File: config.mk
export PLATFORM = sky130hd
export DESIGN_NAME = mem_access_unit
export DESIGN_NICKNAME = d
export VERILOG_FILES = /design/src/rtl/mem_access_unit.sv
export SDC_FILE = /design/constraint.sdc
export NUM_CORES = 1
export LEC_CHECK = 0
export ABC_AREA = 0
export CAP_MARGIN = 30
export CELL_PAD_IN_SITES_DETAIL_PLACEMENT = 2
export CELL_PAD_IN_SITES_GLOBAL_PLACEMENT = 2
export CORE_ASPECT_RATIO = 1.4
export CORE_UTILIZATION = 14
export DETAILED_ROUTE_END_ITERATION = 6
export GPL_ROUTABILITY_DRIVEN = 0
export PLACE_DENSITY = 0.87
export SLEW_MARGIN = 20
export SYNTH_ARGS = -nofsm -noshare
export SYNTH_HDL_FRONTEND = slang
export SYNTH_SLANG_ARGS = --single-unit
File: constraint.sdc
create_clock -name clk -period 2.15 [get_ports clk]
set_clock_uncertainty 0.2 [all_clocks]
set_input_delay 0.3225 -clock clk [delete_from_list [all_inputs] [get_ports clk]]
set_output_delay 0.3225 -clock clk [all_outputs]
set_load 0.01 [all_outputs]
File: src/rtl/mem_access_unit.sv
// mem_access_unit: load/store alignment stage between the datapath and a
// word-wide data memory. Loads pick a lane and sign/zero-extend it. Word
// stores go straight through. Sub-word stores are a two-cycle
// read-modify-write that stalls the datapath for one cycle. Illegal accesses
// are suppressed and recorded in a sticky fault register.
//
// Build option: define MAU_SUBWORD_EN for byte/halfword support. Without it,
// every access is a word access, Address_i[1:0] is ignored and the merge FSM
// is not built.
//
// Handshake: no valid/ready pair. A request is MemRead_i/MemWrite_i. While
// Stall_o is 1 the datapath holds every input stable. The request is
// complete at the first rising edge where Stall_o is 0.
module mem_access_unit #(
  parameter logic [31:0] BASE_ADDR    = 32'h10010000,
  parameter int unsigned MEMORY_DEPTH = 64
) (
  input  logic        clk,
  input  logic        reset,
  input  logic        MemRead_i,
  input  logic        MemWrite_i,
  input  logic [1:0]  Size_i,
  input  logic        Unsigned_i,
  input  logic [31:0] Address_i,
  input  logic [31:0] Write_Data_i,
  output logic [31:0] Read_Data_o,
  output logic        Stall_o,
  output logic        Fault_o,
  output logic [31:0] Fault_Addr_o,
  output logic [31:0] Mem_Address_o,
  output logic [31:0] Mem_Write_Data_o,
  output logic        Mem_Write_Enable_o,
  input  logic [31:0] Mem_Read_Data_i,
  output logic        o_dbg_state
);

  // One past the last legal byte address. It is 33 bits wide so the end of
  // the segment cannot wrap around.
  localparam logic [32:0] END_ADDR = {1'b0, BASE_ADDR} + 33'(4 * MEMORY_DEPTH);

  logic        w_in_range;
  logic        w_legal;
  logic        w_fault_evt;
  logic [31:0] w_aligned_addr;
  logic        r_fault;
  logic [31:0] r_fault_addr;

  assign w_in_range     = ({1'b0, Address_i} >= {1'b0, BASE_ADDR}) &&
                          ({1'b0, Address_i} <  END_ADDR);
  assign w_aligned_addr = {Address_i[31:2], 2'b00};

`ifdef MAU_SUBWORD_EN

  typedef enum logic {S_IDLE = 1'b0, S_MERGE = 1'b1} state_t;

  state_t      r_state;
  logic [31:0] r_merge;
  logic [31:0] r_addr;
  logic        w_is_byte;
  logic        w_is_half;
  logic        w_aligned;
  logic        w_sub_store;
  logic [7:0]  w_byte;
  logic [15:0] w_half;
  logic [31:0] w_merge;

  // Size 11 falls through to word.
  assign w_is_byte   = (Size_i == 2'b00);
  assign w_is_half   = (Size_i == 2'b01);
  assign w_aligned   = w_is_byte ? 1'b1 :
                       w_is_half ? ~Address_i[0] : (Address_i[1:0] == 2'b00);
  assign w_legal     = w_in_range & w_aligned;
  assign w_sub_store = MemWrite_i & w_legal & (w_is_byte | w_is_half) &
                       (r_state == S_IDLE);
  // While the FSM is in MERGE the held request was already judged legal.
  assign w_fault_evt = (MemRead_i | MemWrite_i) & ~w_legal & (r_state == S_IDLE);
  assign o_dbg_state = (r_state == S_MERGE);

  // Lane extraction and extension of the load data.
  always_comb begin
    w_byte = Mem_Read_Data_i[7:0];
    case (Address_i[1:0])
      2'd0: w_byte = Mem_Read_Data_i[7:0];
      2'd1: w_byte = Mem_Read_Data_i[15:8];
      2'd2: w_byte = Mem_Read_Data_i[23:16];
      2'd3: w_byte = Mem_Read_Data_i[31:24];
      default: w_byte = Mem_Read_Data_i[7:0];
    endcase
    w_half = Address_i[1] ? Mem_Read_Data_i[31:16] : Mem_Read_Data_i[15:0];
    if (w_is_byte)
      Read_Data_o = {{24{~Unsigned_i & w_byte[7]}}, w_byte};
    else if (w_is_half)
      Read_Data_o = {{16{~Unsigned_i & w_half[15]}}, w_half};
    else
      Read_Data_o = Mem_Read_Data_i;
  end

  // Put the store data into its lane of the word just read.
  always_comb begin
    w_merge = Mem_Read_Data_i;
    if (w_is_byte) begin
      case (Address_i[1:0])
        2'd0: w_merge[7:0]   = Write_Data_i[7:0];
        2'd1: w_merge[15:8]  = Write_Data_i[7:0];
        2'd2: w_merge[23:16] = Write_Data_i[7:0];
        2'd3: w_merge[31:24] = Write_Data_i[7:0];
        default: w_merge = Mem_Read_Data_i;
      endcase
    end else if (Address_i[1]) begin
      w_merge[31:16] = Write_Data_i[15:0];
    end else begin
      w_merge[15:0] = Write_Data_i[15:0];
    end
  end

  // Read-modify-write FSM. It captures the merged word and address in IDLE
  // and writes them back in MERGE.
  always_ff @(posedge clk) begin
    if (reset) begin
      r_state <= S_IDLE;
      r_merge <= 32'h0;
      r_addr  <= 32'h0;
    end else begin
      case (r_state)
        S_IDLE: begin
          if (w_sub_store) begin
            r_merge <= w_merge;
            r_addr  <= w_aligned_addr;
            r_state <= S_MERGE;
          end
        end
        S_MERGE: r_state <= S_IDLE;
        default: r_state <= S_IDLE;
      endcase
    end
  end

  // Memory-side drive. Reset blocks every write, including one in MERGE.
  always_comb begin
    Mem_Address_o      = w_aligned_addr;
    Mem_Write_Data_o   = Write_Data_i;
    Mem_Write_Enable_o = 1'b0;
    Stall_o            = 1'b0;
    if (!reset) begin
      if (r_state == S_MERGE) begin
        Mem_Address_o      = r_addr;
        Mem_Write_Data_o   = r_merge;
        Mem_Write_Enable_o = 1'b1;
      end else if (MemWrite_i && w_legal) begin
        if (w_is_byte || w_is_half)
          Stall_o = 1'b1;
        else
          Mem_Write_Enable_o = 1'b1;
      end
    end
  end

`else

  logic w_unused_cfg;

  // Every access is a word access. Size and extension inputs have no effect.
  assign w_unused_cfg       = ^{Size_i, Unsigned_i};
  assign w_legal            = w_in_range;
  assign w_fault_evt        = (MemRead_i | MemWrite_i) & ~w_legal;
  assign o_dbg_state        = 1'b0;
  assign Read_Data_o        = Mem_Read_Data_i;
  assign Stall_o            = 1'b0;
  assign Mem_Address_o      = w_aligned_addr;
  assign Mem_Write_Data_o   = Write_Data_i;
  assign Mem_Write_Enable_o = MemWrite_i & w_legal & ~reset;

`endif

  // Sticky fault flag. The address is captured only for the first fault.
  always_ff @(posedge clk) begin
    if (reset) begin
      r_fault      <= 1'b0;
      r_fault_addr <= 32'h0;
    end else if (w_fault_evt) begin
      r_fault <= 1'b1;
      if (!r_fault)
        r_fault_addr <= Address_i;
    end
  end

  assign Fault_o      = r_fault;
  assign Fault_Addr_o = r_fault_addr;

endmodule

==> results of run 1 <==
flip-flops by register name (all words and copies together), names as in the netlist:
register / count
Fault_Addr_o: 32
Fault_o: 1
layout make-up:
cell class / count / share of cell area [%]
clock buffers: 7 / 4.51
inverters: 1 / 0.119
multi-input cells: 112 / 29.3
flip-flops and latches: 33 / 20.9
well taps: 199 / 7.87
repair buffers: 128 / 37.3
power groups by stage:
stage | Clock (W) | Sequential (W) | Combinational [W]
6_report | 0.000729 | 0.000681 | 0.000448
5_1_grt | 0.000800 | 0.000687 | 0.000480
4_1_cts | 0.000778 | 0.000683 | 0.000458
3_5_place_dp | 0 | 0.000695 | 0.000459
3_3_place_gp | 0 | 0.000691 | 0.000444
2_1_floorplan | 0 | 0.000712 | 0.000324
Yosys cell counts:
cell	count
sky130_fd_sc_hd__inv_1	1
sky130_fd_sc_hd__nand2b_1	61
sky130_fd_sc_hd__nor4b_2	1
sky130_fd_sc_hd__nand4_1	1
sky130_fd_sc_hd__conb_1	1
sky130_fd_sc_hd__buf_6	1
sky130_fd_sc_hd__or2b_1	3
sky130_fd_sc_hd__nand2_1	1
sky130_fd_sc_hd__buf_12	3
sky130_fd_sc_hd__dfxtp_1	33
sky130_fd_sc_hd__nor4_2	3
sky130_fd_sc_hd__o221a_1	1
sky130_fd_sc_hd__o22ai_1	1
sky130_fd_sc_hd__mux2i_1	32
sky130_fd_sc_hd__a21oi_1	1
sky130_fd_sc_hd__nor4_1	1
sky130_fd_sc_hd__buf_4	98
sky130_fd_sc_hd__clkbuf_1	7
sky130_fd_sc_hd__nor4b_1	2
cells by family (layout without fill, tap and decap cells):
logic type,after synthesis,in the layout,share of synthesized area [%]
multiplexers,32,32,13.7
buffers and inverters,110,136,35.9
AND/OR/NAND/NOR,73,73,21.0
flip-flops,33,33,28.3
other,1,4,0.161
AO/OA/AOI/OAI,3,3,0.965
final timing paths:
kind	to	slack (ns)	cells past startpoint
min	Fault_Addr_o[8]	0.18	3
max	Mem_Write_Enable_o	0.06	6
max reg2reg	Fault_Addr_o[0]	0.83	4
min reg2reg	Fault_Addr_o[19]	0.28	2
layer usage:
layer  up-vias  global-route usage [%]
li1        757                       -
met1       778                    7.09
met2        94                    15.8
met3        30                    2.66
met4         0                    5.79
met5         -                       0
worst max-delay path: stages:
cell and delay (ns):
sky130_fd_sc_hd__clkdlybuf4s15_1 0.20, sky130_fd_sc_hd__nor4_2 0.30, sky130_fd_sc_hd__buf_4 0.19, sky130_fd_sc_hd__nand2_4 0.07, sky130_fd_sc_hd__nor4b_4 0.31, sky130_fd_sc_hd__buf_2 0.18
through the flow:
step / setup slack (ns) / power (W) / hold WS, ns / utilization (%) / std cells
CTS: 0.00267 / 0.00192 / 0.168 / 19.5 / 480
floorplan: 0.409 / 0.00104 / 0.278 / - / 255
global placement: -1.08 / 0.00114 / 0.258 / 18.4 / 472
detailed placement: -1.01 / 0.00115 / 0.271 / 18.4 / 472
finish: 0.0617 / 0.00186 / 0.178 / 19.5 / 480
global route: 0.00239 / 0.00197 / 0.200 / 19.5 / 480
timing repair:
action	4_1_cts	5_1_grt
pin swaps	9	3
gates cloned	0	0
setup endpoints to repair	33	1
resized for setup	74	4
buffers inserted	1	0
==> reports/summary.md, run 1 <==
• **outcome** finished with violations
• **violated checks** design-rule violations
• **final std cell area, no fill** 3160 µm²
• **origin of the critical flop-to-flop path** Fault_o
• **fraction of the yosys area taken by sequential cells** 28.3%
• **number of H-tree levels** 2
• **Vert. Die Dim** 155 µm
• **relative contribution of the clock network to total power** 39.2%
• **Final TNS setup** 0 ns
• **CP max FO** 2
• **Hold Crit Class** in2reg
• **post-synthesis sequential element count** 33
• **HPWL Detailed** 5280 µm
• **Final #Nets** 384
• **Routed met1 length** 2170 µm
• **number of vias in the routed layout** 1659
• **mean number of vias per cell** 3.46
• **top sig layer** met4
• **dominant cells by area after synthesis** sky130_fd_sc_hd__buf_4 (32%), sky130_fd_sc_hd__dfxtp_1 (28%), sky130_fd_sc_hd__nand2b_1 (16%)
• **switching power of the nets** 0.000482 W
• **number of maximum-capacitance violations** 0
• **share of cells above drive strength 1** 20.6%
• **leak pwr** 1.25 nW
• **clock tree from TritonCTS** built
• **TritonCTS sink count** 33
• **worst ir drop on vdd** 253 µV
• **detailed-routed wire length on met3** 570 µm
• **detailed-routed wire length on met2** 3830 µm
• **Chip Width** 111 µm
• **cell-internal power** 0.00138 W
• **clock latency on the worst-skew pair** 0.27 ns
• **sequential share of power** 36.7%
• **DRT Wirelength** 6850 µm
• **number of buffers inserted by hold repair at cts** 0
• **detailed-route wire length per cell** 14.3 µm
• **global-route wire length before repair** 10600 µm
• **maximum number of pins on one net before global-route repair** 66
• **number of antenna violations at the first check in global routing** 0
• **unrepaired setup endpoints after global routing** no
• **switching part of the total** 25.9%
• **Fin. Hold Viols** 0
• **highest-count cells in the layout ignoring fill and taps** sky130_fd_sc_hd__clkdlybuf4s50_1 (73), sky130_fd_sc_hd__nand2b_1 (61), sky130_fd_sc_hd__dfxtp_1 (33), sky130_fd_sc_hd__mux2i_1 (32), sky130_fd_sc_hd__buf_4 (27)
• **Register Area** 661 µm²
• **Antenna Cells** 0
• **CORE AREA** 16200 µm²
• **mean instance size in the synthesized netlist** 9.26 µm²
• **number of DRC violations after detailed-routing iteration 0** 56
• **number of top-level pins** 235
• **placement-stage cell area** 2980 µm²
• **Yosys Warn Count** 0
• **largest buffer count on any clock path** 2
• **element type at the critical path start** primary input
• **area added between synthesis and finish** 35.5%
• **Die Outline Area** 17200 µm²
• **worst hold path startpoint** Address_i[8]
• **remaining antenna violation count after routing** 0
• **total congestion overflow after global routing** 0
• **commonest non-fill, non-tap cell in the layout** sky130_fd_sc_hd__clkdlybuf4s50_1
• **f_max** 479 MHz
• **Clock Root Buffer** sky130_fd_sc_hd__clkbuf_16
• **CP Capture Type** output pin
• **Worst EP required** 1.63 ns
• **clock period minus worst slack** 2.09 ns
• **via count of the first global-routing pass** 1960
• **final worst-path cycle share** 97.1%
• **first-pass detailed-route iteration total** 7
• **Setup Viol. Count Final** 0
• **Arrival @ worst endpoint** 1.57 ns
• **total power per unit cell area** 588 nW/µm²
• **fill cell instance count of the final layout** 1877
• **total global-route track usage** 8.21%
• **worst setup path start** Address_i[25]
• **Site Rows** 55
• **Clock Pin Slew Worst Setup and Hold Paths** 0.05 ns
• **Crit Path Category** in2out
• **library cell with the largest summed area after synthesis** sky130_fd_sc_hd__buf_4
• **Comb pwr share** 24.1%
• **starting density of the core** 14.4%
• **Mapped Cells** 252
• **count of input and output buffers** 99
• **final count of pins violating max slew** 0
• **area fraction of the dominant cell type after synthesis** 31.5%
• **area of the multi-input gates** 927 µm²
• **CTS buffer count** 5
• **area of the mapped netlist** 2330 µm²
• **unique cell type count in the Yosys netlist** 19
• **remaining design rule violation count** 38
No activity file was read; power rests on OpenSTA's default activity.
==> run 2, diff against run 1 <==
--- a/config.mk
+++ b/config.mk
@@ -10,10 +10,11 @@
 export CELL_PAD_IN_SITES_DETAIL_PLACEMENT = 2
 export CELL_PAD_IN_SITES_GLOBAL_PLACEMENT = 2
 export CORE_ASPECT_RATIO = 1.4
-export CORE_UTILIZATION = 14
+export CORE_UTILIZATION = 15
+export CTS_BUF_LIST = sky130_fd_sc_hd__clkbuf_4
 export DETAILED_ROUTE_END_ITERATION = 6
 export GPL_ROUTABILITY_DRIVEN = 0
-export PLACE_DENSITY = 0.87
+export PLACE_DENSITY = 0.92
 export SLEW_MARGIN = 20
 export SYNTH_ARGS = -nofsm -noshare
 export SYNTH_HDL_FRONTEND = slang
==> run 2 against run 1 <==
The flow now finishes without violations. Critical path depth stayed put. Total power down 20%. Cell count is 0.83% lower. Worst hold slack improved by 0.011 ns. Fmax down 0.43%. Highest routed layer unchanged. Routed wire length decreased by 0.79%. Non-clock buffer count is 3 higher. Clock power is 50% lower. Flip-flop and latch count unchanged.
==> reports/summary.md, run 2 (synthesized netlist as in run 1, its figures left out) <==
• **outcome** finished clean
• **area added between synthesis and finish** 31.2%
• **Clock Pin Slew Worst Setup and Hold Paths** 0.12 ns
• **Setup Viol. Count Final** 0
• **Comb pwr share** 30.1%
• **Hold Crit Class** in2reg
• **Arrival @ worst endpoint** 1.57 ns
• **commonest non-fill, non-tap cell in the layout** sky130_fd_sc_hd__clkdlybuf4s50_1
• **worst hold path startpoint** Address_i[18]
• **maximum number of pins on one net before global-route repair** 66
• **pre-CTS setup slack** -0.808 ns
• **detailed-route wire length per cell** 14.3 µm
• **total global-route track usage** 8.55%
• **placed cells** 469
• **DRT Wirelength** 6790 µm
• **final instance count without filler cells** 476
• **CP max FO** 2
• **Chip Width** 107 µm
• **Min-Delay Path Depth** 3
• **Levels on crit path** 6
• **TritonCTS sink count** 33
• **GR Util met1** 7.21%
• **worst ir drop on vdd** 150 µV
• **clock latency on the worst-skew pair** 0.34 ns
• **hold slack** 0.188 ns
• **number of maximum-capacitance violations** 0
• **number of vias in the routed layout** 1696
• **largest buffer count on any clock path** 2
• **f_max** 477 MHz
• **global-route wire length before repair** 10200 µm
• **share of cells above drive strength 1** 20.1%
• **Vert. Die Dim** 150 µm
• **remaining antenna violation count after routing** 0
• **total congestion overflow after global routing** 0
• **cell-internal power** 0.00105 W
• **relative contribution of the clock network to total power** 24.4%
• **number of DRC violations after detailed-routing iteration 0** 27
• **sequence of cells on the critical path** clkdlybuf4s15_2 > nor4_4 > buf_4 > nand4_1 > nor4b_2 > buf_2
• **fill cell instance count of the final layout** 1757
• **CP max stage cell** sky130_fd_sc_hd__nor4b_2
• **first-pass detailed-route iteration total** 3
• **element type at the critical path start** primary input
• **remaining design rule violation count** 0
• **unrepaired setup endpoints after global routing** no
• **Clock Root Buffer** sky130_fd_sc_hd__clkbuf_4
• **final core utilization** 20.3%
• **Buf/Inv on CP** 3
• **flip-flop count of the largest register after layout** 32
• **Site Rows** 53
• **number of buffers inserted by hold repair at cts** 0
• **Fin. Hold Viols** 0
• **Worst path top cell family by delay** simple AND/OR/NAND/NOR gates
• **Crit Path Category** in2out
• **Worst Reg-to-Reg Cells** 4
• **minimum setup slack in the final design** 0.0527 ns
• **delay contributed by the slowest stage of the critical path** 0.28 ns
• **switching part of the total** 29.5%
• **CTS buffer count** 5
• **highest-count cells in the layout ignoring fill and taps** sky130_fd_sc_hd__clkdlybuf4s50_1 (74), sky130_fd_sc_hd__nand2b_1 (61), sky130_fd_sc_hd__dfxtp_1 (33), sky130_fd_sc_hd__mux2i_1 (32), sky130_fd_sc_hd__buf_4 (31)
• **worst setup path start** Address_i[31]
• **clock tree from TritonCTS** built
• **Worst EP required** 1.63 ns
• **total power per unit cell area** 487 nW/µm²
• **Die Outline Area** 16100 µm²
• **mean number of vias per cell** 3.56
• **met2 demand-to-capacity share in global routing** 16.3%
• **Antenna Cells** 0
• **via count of the first global-routing pass** 1917
• **reg2reg setup slack** 0.75 ns
• **number of top-level pins** 235
• **final count of pins violating max slew** 0
• **starting density of the core** 15.4%
• **fraction of met3 tracks used by global routing** 2.61%
• **HPWL Detailed** 5360 µm
• **origin of the critical flop-to-flop path** Fault_o
• **switching power of the nets** 0.000440 W
• **count of input and output buffers** 99
• **leak pwr** 1.22 nW
• **Final #Nets** 387
• **CP Capture Type** output pin
• **number of H-tree levels** 2
• **clock period minus worst slack** 2.10 ns
• **final worst-path cycle share** 97.5%
• **number of antenna violations at the first check in global routing** 0
• **sequential share of power** 45.5%
• **global route hottest layer** met2
• **CORE AREA** 15100 µm²
## run 2: cell types whose count changed in the layout (fill, tap and decap cells not counted), moves of 2 or more
cell / change
sky130_fd_sc_hd__buf_2: -4
sky130_fd_sc_hd__buf_4: +4
sky130_fd_sc_hd__clkbuf_16: -5
sky130_fd_sc_hd__clkbuf_2: +2
sky130_fd_sc_hd__clkbuf_4: +6
sky130_fd_sc_hd__clkdlybuf4s15_1: -4
sky130_fd_sc_hd__dlygate4sd2_1: +5
sky130_fd_sc_hd__dlymetal6s2s_1: +2
## run 2: metal layers
metal | routed length (µm) | share of wire [%] | vias up
met4 | 398 | 5.9 | 0
met5 | 0 | 0 | -
li1 | - | - | 760
met1 | 2130 | 31 | 801
met3 | 540 | 8.0 | 57
met2 | 3720 | 55 | 78
## run 2: layout make-up
class	count	area [µm²]	area share, %
multi-input combinational	112	913	29.8
clock buffer	6	45.0	1.47
tap	192	240	7.84
sequential	33	661	21.6
clock inverter	1	3.75	0.123
inverter	1	3.75	0.123
timing repair buffer	131	1200	39.1
## run 2: stage by stage
| step | TNS, ns | power, W | instance area (µm²) |
|---|---|---|---|
| global route | 0 | 0.00159 | 3060 |
| finish | 0 | 0.00149 | 3060 |
| detailed placement | -16.86 | 0.00116 | 2990 |
| floorplan | 0 | 0.00104 | 2350 |
| CTS | 0 | 0.00155 | 3080 |
| global placement | -16.29 | 0.00114 | 2990 |
## run 2: what timing repair did
action,in CTS,in global routing
hold endpoints to repair,0,0
setup buffers,1,0
setup endpoints to repair,33,1
pin swaps,9,7
resized for setup,48,9
## run 2: power groups by stage
stage | combinational, W | clock, W | sequential, W
after floorplan | 0.000324 | 0 | 0.000712
after global placement | 0.000447 | 0 | 0.000691
after detailed placement | 0.000463 | 0 | 0.000694
after CTS | 0.000463 | 0.000406 | 0.000680
after global routing | 0.000484 | 0.000425 | 0.000685
final | 0.000448 | 0.000364 | 0.000679
## run 2: final timing paths
check | end
worst max-delay path | Mem_Write_Enable_o
worst min-delay path | Fault_Addr_o[18]
worst max register to register | Fault_Addr_o[30]
worst min register to register | Fault_Addr_o[10]
## run 2: worst min-delay path, cell delays in order
cell	delay (ns)
sky130_fd_sc_hd__buf_2	0.13
sky130_fd_sc_hd__or2b_1	0.16
sky130_fd_sc_hd__mux2i_1	0.08
==> variant 1: new RTL, settings of run 1 <==
Build with the macro `MAU_SUBWORD_EN` defined.
--- a/src/rtl/mem_access_unit.sv
+++ b/src/rtl/mem_access_unit.sv
@@ -11,6 +11,8 @@
 // Handshake: no valid/ready pair. A request is MemRead_i/MemWrite_i. While
 // Stall_o is 1 the datapath holds every input stable. The request is
 // complete at the first rising edge where Stall_o is 0.
+`define MAU_SUBWORD_EN
+
 module mem_access_unit #(
   parameter logic [31:0] BASE_ADDR    = 32'h10010000,
   parameter int unsigned MEMORY_DEPTH = 64
Check against the original RTL: not equivalent (Yosys sat finds a counterexample within 4 cycles, from zero or initial values and one cycle with reset high).
==> variant 1 against run 1 <==
- the run ends with negative setup slack left
- area after synthesis increased by 150%
- final area rose to 3.3 times the old value
- sequential cell count grew 63
- wire length increased to 4.6 times the old value
- clock power up 140%
- hold slack worse by 0.11 ns
- setup slack got worse by 0.10 ns
- power grew to 2.7 times the old value
- combinational power rose to 3.2 times the old value
- largest power group is now sequential cells
- highest routed layer is now met5
==> variant 1: results (changes against run 1) <==
Outcome
  – Status: complete, but fails checks
  – Failing checks: negative setup slack

Global route
  – GR met3 Demand/Resource: 0.0316 (+0.00496)
  – Vias in the first global route: 7068 (+260%)
  – Met2 Use GR: 0.281 (+0.122)
  – Pin count of the biggest net entering global routing: 55 (-17%)

Placement
  – Dpl hpwl: 22700 um (+330%)
  – Placed cell count: 1461 (+210%)
  – Pre-CTS setup slack: -0.922 ns (+0.0905 ns)
  – PortBufs: 232 (+130%)

Clocking
  – H-tree depth: 3 (+1)
  – Clock-pin transition on the worst setup and hold timing paths: 0.08 ns (+0.03 ns)
  – Total CTS buffers: 9 (+4)

Route
  – DR iter-0 viols: 278 (+400%)
  – Routed WL: 31400 um (+360%)
  – Routed len/inst: 20.9 um (+46%)
  – TritonRoute pass-1 iters: 4 (-3)

Power
  – Internal: 3.48 mW (+150%)

Critical path
  – Slowest CP cell: dfxtp_4
  – Largest fanout on the critical path: 5 (+3)
  – Slowest cell delay on critical path: 0.38 ns (+0.07 ns)

STA
  – Setup violations, final: 20 (+20)
  – Worst setup margin: -0.0384 ns (-0.100 ns)

Synth
  – Register area share after synthesis: 0.335 (+0.0518)
  – Post-Synthesis Cells: 643 (+160%)
  – Yosys cell types: 48 (+29)

Final layout
  – Nets: 1066 (+180%)
  – Layout cell share with drive strength beyond 1: 0.419 (+0.213)
==> variant 1: what timing repair did <==
action                     4_1_cts  5_1_grt
pin swaps                       15       17
gates cloned                     7        1
hold buffers                     0        0
resized for setup              504      132
hold endpoints to repair         0        0
setup endpoints to repair      189       99
buffers inserted                19        2
==> variant 1: power groups by stage <==
stage               sequential (mW)  combinational [mW]  clock [mW]
floorplan                      1.91               0.475           0
finish                         1.85                1.42        1.73
global route                   1.85                1.50        1.88
global placement               1.89                1.30           0
detailed placement             1.89                1.35           0
CTS                            1.85                1.35        1.83
==> variant 1: cells by family after synthesis <==
| family | after synthesis | share of synthesized area |
|---|---|---|
| multiplexers | 148 | 0.286 |
| AO/OA/AOI/OAI | 110 | 0.126 |
| buffers and inverters | 66 | 0.0584 |
| flip-flops | 96 | 0.335 |
| AND/OR/NAND/NOR | 222 | 0.194 |
| other | 1 | 0.000653 |
==> variant 1: worst paths after layout <==
path         slack (ns)  depth (start not counted)              endpoint              from
max               -0.04                          6  Mem_Write_Data_o[13]       o_dbg_state
min                0.07                          3      Fault_Addr_o[25]     Address_i[25]
max reg2reg        0.09                          6       Fault_Addr_o[9]       o_dbg_state
min reg2reg        0.26                          2      Fault_Addr_o[10]  Fault_Addr_o[10]
==> variant 1: per-layer routing <==
metal / vias up / wire, um
met5: - / 19
li1: 2919 / -
met4: 2 / 871
met3: 42 / 1450
met2: 213 / 17100
met1: 3080 / 11900
==> variant 1: final cells by class <==
class	instances	area [um^2]	area share
inverters	10	38.8	0.00377
clock buffers	10	229	0.0223
clock inverters	6	77.6	0.00754
flip-flops and latches	96	1930	0.187
multi-input cells	482	3850	0.374
repair buffers	364	3500	0.340
well taps	534	668	0.0649
diodes	1	2.50	0.000243
==> variant 2: new RTL, config.mk and constraints of run 1 <==
Without the edit above. Put one more register stage on the output `Fault_Addr_o`, cleared by the reset. The value now appears one clock later. The other outputs are not delayed to match.
--- a/src/rtl/mem_access_unit.sv
+++ b/src/rtl/mem_access_unit.sv
@@ -185,7 +185,13 @@
   end
 
   assign Fault_o      = r_fault;
-  assign Fault_Addr_o = r_fault_addr;
+  always_ff @(posedge clk) begin
+    if (reset) begin
+      Fault_Addr_o <= '0;
+    end else begin
+      Fault_Addr_o <= r_fault_addr;
+    end
+  end
 
 endmodule
 
Behaviour: not the same (Yosys sat finds a counterexample within 4 cycles, from zero or initial values and one cycle with reset high).
==> variant 2 against run 1 <==
- maximum frequency is 0.56% lower
- final area up 38%
- sequential cell count is 32 higher
- non-clock buffer count is 1 higher
- wire length up 26%
- via count grew 15%
- setup slack worse by 0.012 ns
- sequential share of layout area up 8.9 points
- power is 71% higher
- critical endpoint is now r_fault_addr[7]
- critical path depth grew 2
- area after synthesis is 35% higher
==> variant 2: results (changes against run 1) <==
Synth
  – Register area share after synthesis: 0.414 (+0.131)
  – Primary FF master, synth: dfxtp_1
  – Top cells by area, synth: dfxtp_1 (41%), buf_4 (23%), mux2_4 (14%)
  – Post-synth top cells: buf_4 (98), dfxtp_1 (65), nor2b_1 (64), mux2_4 (30), clkbuf_1 (7)
  – Async SR Flop Fraction: 0 (unchanged)

Final layout
  – Nets: 421 (+9.6%)
  – Layout cell share with drive strength beyond 1: 0.276 (+0.0691)
  – Antenna cells: 0 (unchanged)

Clocking
  – Total CTS buffers: 9 (+4)
  – Clock-pin transition on the worst setup and hold timing paths: 0.05 ns (about the same)
  – Worst-skew pair later-pin latency: 0.33 ns (+0.06 ns)
  – H-tree depth: 3 (+1)

Global route
  – Met2 Use GR: 0.127 (-0.0310)
  – GR met1 Demand/Resource: 0.0813 (+0.0104)
  – GR met3 Demand/Resource: 0.0278 (+0.00111)
  – Vias in the first global route: 2138 (+9.1%)
  – GRT Total Usage: 0.0775 (-0.00459)
  – Initial antenna violation count: 0 (unchanged)
  – First-pass GRT wire length: 12300 um (+16%)

Power
  – Worst VDD drop: 0.000336 V (+33%)
  – Internal: 2.42 mW (+76%)
  – Pleak: 1.79 nW (+43%)

Critical path
  – Critical Path End Type: register
  – Slowest CP cell: nor4_4
  – Dominant delay contributor by cell family on the critical path: buffers and inverters
  – Slowest cell delay on critical path: 0.32 ns
  – Reg2Reg Depth: 5 (+1)
  – FF-to-FF setup slack: 0.65 ns (-0.18 ns)
  – Worst r2r dst: r_fault_addr[7]
  – Largest fanout on the critical path: 7 (+5)
  – Reg-to-Reg Start: Fault_o
  – Crit path from: Address_i[29]
  – Arr. time, crit path: 2.12 ns (+0.55 ns)

Placement
  – Pre-CTS setup slack: -0.689 ns (+0.324 ns)
  – Dpl hpwl: 6020 um (+14%)

Route
  – TritonRoute pass-1 iters: 2 (-5)
  – DR iter-0 viols: 19 (-66%)
  – Via density: 3.08 (-11%)
  – Routed WL: 8630 um (+26%)

STA
  – Highest Clock Rate: 476 MHz (-0.56%)

Outcome
  – Status: finished clean
variant 2: cell types whose count changed in the layout (fill, tap and decap cells not counted), moves of 4 or more:
cell             before  now
dlygate4sd2_1         7   18
dlymetal6s2s_1        0    4
nor2b_1               0   64
clkbuf_16             5   10
mux2i_1              32    0
buf_2                 9    2
buf_4                27   20
nand2b_1             61    0
mux2_4                0   30
dfxtp_1              33   65
clkdlybuf4s15_1       5    1
variant 2: power by group through the flow:
stage                     combinational (mW)  clock [mW]  sequential [mW]
after detailed placement               0.484           0             1.32
final                                  0.516        1.37             1.29
after floorplan                        0.370           0             1.33
after CTS                              0.522        1.45             1.29
after global placement                 0.473           0             1.31
after global routing                   0.554        1.49             1.30
variant 2: cells by family after synthesis:
logic type,share of synthesized area
DFF,0.414
other,0.00119
and+or+nand+nor,0.160
buffers and inverters,0.263
AOI/OAI and AO/OA,0.0119
muxes,0.150
variant 2: what timing repair did:
action                     in CTS  in global routing
resized for setup              40                  7
pin swaps                      10                  6
buffers inserted                2                  0
gates cloned                    2                  1
hold endpoints to repair        0                  0
hold buffers                    0                  0
setup endpoints to repair      33                 33
variant 2: worst min path at each step:
| stage | from | to | slack, ns | cells after the start |
|---|---|---|---|---|
| final | Address_i[20] | r_fault_addr[20] | 0.26 | 3 |
| after global routing | r_fault_addr[4] | Fault_Addr_o[4] | 0.28 | 1 |
| after CTS | r_fault_addr[18] | Fault_Addr_o[18] | 0.27 | 1 |
| after detailed placement | r_fault_addr[19] | Fault_Addr_o[19] | 0.26 | 1 |
| after global placement | r_fault_addr[19] | Fault_Addr_o[19] | 0.25 | 1 |
| after floorplan | r_fault_addr[18] | Fault_Addr_o[18] | 0.24 | 1 |
variant 2: metal layers:
layer  share of wire  routed length (um)
met4           0.045                 391
met1            0.40                3460
met3           0.075                 649
met5               0                   0
met2            0.48                4120
variant 2: worst reg2reg max path: cells and delay by family, from the launching register on:
family,cells,cell delay [ns]
AOI/OAI and AO/OA,1,0.13
muxes,1,0.30
buffers and inverters,3,0.44
DFF,1,0.32
variant 2: per-stage QoR:
step / utilization / area [um^2] / instances / total power [mW]
after detailed placement: 0.178 / 3920 / 599 / 1.80
after floorplan: - / 3150 / 286 / 1.70
after CTS: 0.197 / 4330 / 619 / 3.26
final: 0.199 / 4360 / 620 / 3.17
after global routing: 0.199 / 4360 / 620 / 3.34
after global placement: 0.178 / 3920 / 599 / 1.79
variant 2: cell type report:
type	instances	area, um^2
inverter	1	3.75
fill	2525	17600
sequential	65	1300
multi-input combinational	112	1100
timing repair buffer	129	1320
clock buffer	13	260
tap	297	372
clock inverter	3	15.0
